<file path="config.mk">
export PLATFORM = sky130hd
export DESIGN_NAME = guess_game_ctrl
export DESIGN_NICKNAME = d
export VERILOG_FILES = /design/src/rtl/guess_pkg.sv /design/src/rtl/sec_countdown.sv /design/src/rtl/guess_game_ctrl.sv
export SDC_FILE = /design/constraint.sdc
export NUM_CORES = 1
export LEC_CHECK = 0
export ABC_AREA = 1
export CAP_MARGIN = 20
export CORE_ASPECT_RATIO = 0.7
export CORE_MARGIN = 4
export CORE_UTILIZATION = 54
export CTS_BUF_LIST = sky130_fd_sc_hd__clkbuf_4
export DETAILED_ROUTE_END_ITERATION = 12
export PLACE_DENSITY = 0.75
export SKIP_LAST_GASP = 1
export SLEW_MARGIN = 40
export SYNTH_ARGS = -nofsm -noshare
export SYNTH_HDL_FRONTEND = slang
export SYNTH_HIERARCHICAL = 1
export SYNTH_SLANG_ARGS = --single-unit
</file>
<file path="constraint.sdc">
create_clock -name clk -period 2.55 [get_ports clk]
set_clock_uncertainty 0.05 [all_clocks]
set_input_delay 0.51 -clock clk [delete_from_list [all_inputs] [get_ports clk]]
set_output_delay 0.51 -clock clk [all_outputs]
set_load 0.005 [all_outputs]
</file>
<file path="src/rtl/guess_pkg.sv">
// Shared types and default sizing for the guess-the-number game sequencer.
`timescale 1ns/1ps
package guess_pkg;

    localparam int NUM_W         = 4;
    localparam int LIVES_INIT    = 3;
    localparam int LIVES_W       = 2;
    localparam int TICKS_PER_SEC = 100000000;
    localparam int GUESS_SECS    = 10;

    typedef enum logic [2:0] {
        IDLE  = 3'd0,
        ARM   = 3'd1,
        PLAY  = 3'd2,
        JUDGE = 3'd3,
        WIN   = 3'd4,
        LOSE  = 3'd5
    } state_t;

endpackage

</file>
<file path="src/rtl/sec_countdown.sv">
// Per-guess countdown: a prescaler dividing clk down to seconds feeding a 4-bit
// saturating down-counter; reload has priority over counting.
`timescale 1ns/1ps
module sec_countdown #(
    parameter int TICKS_PER_SEC = 100000000,
    parameter int GUESS_SECS    = 10
) (
    input  logic       clk,
    input  logic       reset,
    input  logic       en,
    input  logic       reload,
    output logic [3:0] secs_left,
    output logic       timeout
);

    localparam int              PRE_W     = (TICKS_PER_SEC > 1) ? $clog2(TICKS_PER_SEC) : 1;
    localparam logic [PRE_W-1:0] PRE_MAX  = PRE_W'(TICKS_PER_SEC - 1);
    localparam logic [3:0]      SECS_INIT = 4'(GUESS_SECS);

    logic [PRE_W-1:0] prescaler;

    // NOTE: state registers use non-blocking assignments so every flop samples pre-edge values.
    always_ff @(posedge clk or negedge reset) begin
        if (!reset) begin
            prescaler <= '0;
            secs_left <= SECS_INIT;
        end else if (reload) begin
            prescaler <= '0;
            secs_left <= SECS_INIT;
        end else if (en) begin
            if (prescaler == PRE_MAX) begin
                prescaler <= '0;
                if (secs_left != 4'd0)
                    secs_left <= secs_left - 4'd1;
            end else begin
                prescaler <= prescaler + PRE_W'(1);
            end
        end
    end

    assign timeout = (secs_left == 4'd0);

endmodule

</file>
<file path="src/rtl/guess_game_ctrl.sv">
// Guess-the-number game sequencer: secret capture, countdown, judging and lives.
// Optional REPEAT_FORGIVE_EN: repeated wrong guesses cost no life and keep the timer running.
`timescale 1ns/1ps
module guess_game_ctrl
    import guess_pkg::*;
#(
    parameter int NUM_W         = guess_pkg::NUM_W,
    parameter int LIVES_INIT    = guess_pkg::LIVES_INIT,
    parameter int LIVES_W       = guess_pkg::LIVES_W,
    parameter int TICKS_PER_SEC = guess_pkg::TICKS_PER_SEC,
    parameter int GUESS_SECS    = guess_pkg::GUESS_SECS
) (
    input  logic               clk,
    input  logic               reset,
    input  logic               start,
    input  logic               guess_valid,
    input  logic [NUM_W-1:0]   gnum,
    input  logic [NUM_W-1:0]   rnd,
    output logic               low,
    output logic               high,
    output logic               bingo,
    output logic [LIVES_W-1:0] lives,
    output logic [3:0]         secs_left,
    output logic               playing,
    output logic               game_over,
    output logic               win
);

    localparam logic [LIVES_W-1:0] LIVES_START = LIVES_W'(LIVES_INIT);

    state_t             state;
    logic [NUM_W-1:0]   secret;
    logic [NUM_W-1:0]   guess_q;
    logic               timed_out;
    logic               timeout;
    logic               timer_reload;
    logic               guess_hit;
    logic               repeat_hit;
    logic               charge;
    logic [LIVES_W-1:0] lives_next;

    sec_countdown #(
        .TICKS_PER_SEC (TICKS_PER_SEC),
        .GUESS_SECS    (GUESS_SECS)
    ) u_countdown (
        .clk       (clk),
        .reset     (reset),
        .en        (state == PLAY),
        .reload    (timer_reload),
        .secs_left (secs_left),
        .timeout   (timeout)
    );

`ifdef REPEAT_FORGIVE_EN
    logic [2**NUM_W-1:0] tried;
    assign repeat_hit = !timed_out && tried[guess_q];
`else
    assign repeat_hit = 1'b0;
`endif

    // A judged timeout always costs a life; a wrong guess does unless it is a forgiven repeat.
    assign guess_hit    = !timed_out && (guess_q == secret);
    assign charge       = timed_out || (!guess_hit && !repeat_hit);
    assign lives_next   = !charge ? lives : (lives == '0) ? '0 : lives - LIVES_W'(1);
    assign timer_reload = (state == ARM) || ((state == JUDGE) && charge);

    always_ff @(posedge clk or negedge reset) begin
        if (!reset) begin
            state     <= IDLE;
            secret    <= '0;
            guess_q   <= '0;
            timed_out <= 1'b0;
            lives     <= LIVES_START;
            low       <= 1'b0;
            high      <= 1'b0;
            bingo     <= 1'b0;
        end else begin
            case (state)
                IDLE, WIN, LOSE: begin
                    if (start)
                        state <= ARM;
                end
                ARM: begin
                    secret <= rnd;
                    lives  <= LIVES_START;
                    low    <= 1'b0;
                    high   <= 1'b0;
                    bingo  <= 1'b0;
                    state  <= PLAY;
                end
                PLAY: begin
                    // A guess arriving on the timeout cycle wins over the timeout.
                    if (guess_valid) begin
                        guess_q   <= gnum;
                        timed_out <= 1'b0;
                        state     <= JUDGE;
                    end else if (timeout) begin
                        timed_out <= 1'b1;
                        state     <= JUDGE;
                    end
                end
                JUDGE: begin
                    if (guess_hit) begin
                        bingo <= 1'b1;
                        low   <= 1'b0;
                        high  <= 1'b0;
                        state <= WIN;
                    end else begin
                        low   <= !timed_out && (guess_q < secret);
                        high  <= !timed_out && (guess_q > secret);
                        lives <= lives_next;
                        state <= (lives_next == '0) ? LOSE : PLAY;
                    end
                end
                default: state <= IDLE;
            endcase
        end
    end

`ifdef REPEAT_FORGIVE_EN
    // NOTE: the tried mask is plain flops, so it takes the async reset like any other state.
    always_ff @(posedge clk or negedge reset) begin
        if (!reset)
            tried <= '0;
        else if (state == ARM)
            tried <= '0;
        else if ((state == JUDGE) && !timed_out && !guess_hit)
            tried[guess_q] <= 1'b1;
    end
`endif

    assign playing   = (state == PLAY);
    assign win       = (state == WIN);
    assign game_over = (state == WIN) || (state == LOSE);

endmodule

</file>
==> reports/metrics.json <==
{
  "detailed_routing": {
    "drt.antenna.violating_nets": 0,
    "via_per_inst": 5.237,
    "first_iter_violations": 289,
    "totalWireLength_mm": 6.987,
    "routed_wire_length_per_instance_um": 13.49,
    "drtPass1Iterations": 5,
    "num_vias": 2713,
    "drcViolationCount": 0
  },
  "logic_synthesis": {
    "synth_enable_flop_cells": 0,
    "net_count_of_the_mapped_netlist": 436,
    "seq_area_frac_synth_pct": 39.62,
    "netlist_top_cells_area": "sky130_fd_sc_hd__dfrtp_1 (36%), sky130_fd_sc_hd__nand2_1 (17%), sky130_fd_sc_hd__nor2_1 (7.9%), sky130_fd_sc_hd__inv_1 (5.2%), sky130_fd_sc_hd__nand3_1 (3.9%)",
    "number_of_flip_flops_and_latches_in_the_synthesized_netlist": 48,
    "post_synth.cell_area_avg_um2": 7.283,
    "synthesis.instances": 418,
    "synth_top_area_share_pct": 36.17,
    "synth.yosys.warnings": 6,
    "yosysUniqueCellTypes": 38,
    "async_reset_ff_share_pct": 100.0,
    "dominantRegCellSynth": "sky130_fd_sc_hd__dfrtp_1",
    "synth_largest_area_cell": "sky130_fd_sc_hd__dfrtp_1",
    "synth_area_um2": 3044
  },
  "worst_setup_path": {
    "critical_path_arrival_ns": 1.83,
    "required_time_reported_for_the_critical_path_endpoint_ns": 1.99,
    "worstPathCellList": "inv_4, nand2_8, nor2_8, clkdlybuf4s50_1",
    "startpoint_class_of_the_critical_path": "flip-flop",
    "slowest_stage": "sky130_fd_sc_hd__clkdlybuf4s50_1",
    "critical_path_class": "reg2out",
    "critical_path.top_delay_family": "buffers and inverters",
    "critPathMaxStageDelay_ns": 0.56,
    "maximum_fanout_along_the_worst_path": 13,
    "critical_path.endpoint_type": "output pin",
    "cp_num_buf_inv": 2
  },
  "pwr": {
    "pwr_density_cell_nw_per_um2": 980.1,
    "design_power_total_uw": 3397,
    "static-leakage-power_uw": 0.001584,
    "peak_ir_drop_on_the_vdd_network_v": 0.0007319
  },
  "floorplanning": {
    "rows": 22,
    "core_um2": 5340,
    "io_pins": 24,
    "chipHeight_um": 70.82,
    "floorplan.initialDensity_pct": 57.01,
    "dieArea_um2": 6922,
    "dieWidth_um": 97.74
  },
  "global_route": {
    "grt_antenna_before_repair": 0,
    "grt_util_all_layers_pct": 20.87,
    "grt_pass1_vias": 2487,
    "grt_overflow_total": 0,
    "pin_count_of_the_biggest_net_entering_global_routing": 49,
    "grt_first_pass_wirelength_mm": 11.81
  },
  "placed_design": {
    "place.gp.congestion": 0.9213,
    "number_of_input_and_output_port_buffers_inserted": 23,
    "dpl.hpwl_mm": 5.214
  },
  "timing": {
    "final-hold-violation-count": 0,
    "finalMaxSlewViolations": 0,
    "min_period_over_period_pct": 93.86,
    "rsz_0062_raised_after_global_routing": "no",
    "maxClockFrequency_mhz": 417.8,
    "relSlewSlack_pct": 59.41,
    "timing_worst_slew_pin_value_ns": 0.6088,
    "tns_ns": 0,
    "final_min_period_ns": 2.393,
    "final-setup-viol-count": 0
  },
  "finish": {
    "antenna_cells": 0,
    "final_core_utilization_pct": 64.90,
    "layout.nets": 463,
    "post_route_cells_drive_above_1_share_pct": 13.23,
    "layout_overhead_on_the_synthesized_area_pct": 13.85
  },
  "clocking": {
    "clock_tree.htree_level_count": 2,
    "cts_num_sinks": 48,
    "clockBufferDepth": 2,
    "clkTransAtPathRegs_ns": 0.15,
    "tritoncts_clock_tree": "yes",
    "tritoncts.num_buffers": 5,
    "clock_insertion_delay_worst_skew_ns": 0.38,
    "cts_root_buffer": "sky130_fd_sc_hd__clkbuf_4"
  },
  "hold_path": {
    "hold_wc_path_type": "in2async"
  },
  "outcome": {
    "status": "finished, final reports clean"
  },
  "job": {
    "timing.max_cap.violations": 0
  }
}
==> power breakdown <==
| group | internal (µW) | leakage, µW | switching, µW |
|---|---|---|---|
| clock | 404 | 0.0000654 | 262 |
| sequential | 959 | 0.000628 | 169 |
| combinational | 580 | 0.000890 | 1020 |
| total | 1940 | 0.00158 | 1450 |
==> flip-flops by register name, indices dropped and copies added (netlist names) <==
signal                 flops
low                        1
lives                      2
timed_out                  1
bingo                      1
high                       1
u_countdown/secs_left      4
state                      3
secret                     4
u_countdown/prescaler     27
guess_q                    4
==> synthesized netlist by cell type (2+ instances only) <==
cell,instances
sky130_fd_sc_hd__buf_6,2
sky130_fd_sc_hd__a21oi_1,5
sky130_fd_sc_hd__nor2_8,3
sky130_fd_sc_hd__nor3_1,4
sky130_fd_sc_hd__nand2_2,4
sky130_fd_sc_hd__nand2_1,140
sky130_fd_sc_hd__inv_1,42
sky130_fd_sc_hd__o21ai_0,7
sky130_fd_sc_hd__inv_2,4
sky130_fd_sc_hd__buf_2,2
sky130_fd_sc_hd__nand3b_1,3
sky130_fd_sc_hd__nor3_2,2
sky130_fd_sc_hd__a21oi_2,2
sky130_fd_sc_hd__nor2_1,64
sky130_fd_sc_hd__xnor2_1,6
sky130_fd_sc_hd__nand3_1,24
sky130_fd_sc_hd__ha_1,6
sky130_fd_sc_hd__nand2_4,5
sky130_fd_sc_hd__dfrtp_1,44
sky130_fd_sc_hd__xor2_1,5
sky130_fd_sc_hd__o21ai_1,4
sky130_fd_sc_hd__dfstp_2,4
sky130_fd_sc_hd__nor2_2,14
sky130_fd_sc_hd__nand4_1,7
sky130_fd_sc_hd__o21bai_1,2
==> metal layers <==
layer,vias to the layer above,wire length [µm],GRT usage (%)
met5,-,0,0
met4,0,62,5.376
met3,9,561,3.842
met2,112,2841,28.70
met1,1238,3521,33.31
li1,1354,-,-
==> worst paths after layout <==
check | end | cells after the start | startpoint | slack [ns]
hold reg to reg | u_countdown/secs_left[1] | 2 | u_countdown/secs_left[1] | 0.45
hold / removal | secret[1] | 2 | reset | 0.15
setup reg to reg | u_countdown/prescaler[15] | 15 | secret[3] | 0.24
min in group clk | u_countdown/secs_left[1] | 2 | u_countdown/secs_left[1] | 0.45
max in group asynchronous | state[1] | 2 | reset | 1.85
setup / recovery | playing | 4 | state[2] | 0.16
==> cell families after synthesis <==
group	synth area share, %
AOI/OAI and AO/OA	5.220
xor gates and xnor gates	3.165
adders and majority gates	2.466
buffers and inverters	8.015
DFF	39.62
and+or+nand+nor	41.51
==> repair_timing <==
action | in CTS | in global routing
endpoints found under the setup margin | 0 | 12
gates resized for setup | 0 | 4
endpoints found under the hold margin | 0 | 0
setup buffers | 0 | 1
hold buffers | 0 | 0
==> per-stage QoR <==
| step | area [µm²] | instances | setup slack (ns) | hold WS, ns |
|---|---|---|---|---|
| 3_3_place_gp | 3314 | 509 | 0.3150 | 0.4122 |
| 2_1_floorplan | 3044 | 418 | 0.5563 | 0.1644 |
| 4_1_cts | 3442 | 517 | 0.007653 | 0.1732 |
| 5_1_grt | 3466 | 518 | 0.02708 | 0.1940 |
| 6_report | 3466 | 518 | 0.1566 | 0.1491 |
| 3_5_place_dp | 3314 | 509 | 0.2140 | 0.4207 |
==> placed cells by master (no fill, tap or decap), drive strengths merged <==
cell type,count
bufinv,3
clkbuf,5
buf,4
clkinv,1
xnor2,6
nand3,24
clkdlybuf4s50,22
nor3,7
o22ai,1
nand2,150
nand4,7
dfrtp,44
nor2,81
o21ai,11
dfstp,4
inv,46
o31ai,1
ha,6
or2,1
a21oi,7
clkinvlp,1
xor2,5
o211ai,1
nand3b,3
a21boi,2
o21bai,2
a31oi,1
==> final cells by class <==
cell class / count / area, µm²
fill: 481 / 1874
sequential: 48 / 1207
multi-input combinational: 316 / 1605
inverter: 48 / 187.7
clock inverter: 3 / 90.09
clock buffer: 5 / 37.54
tap: 72 / 90.09
timing repair buffer: 26 / 247.7
Note: power is estimated with default switching activity, not from simulation.
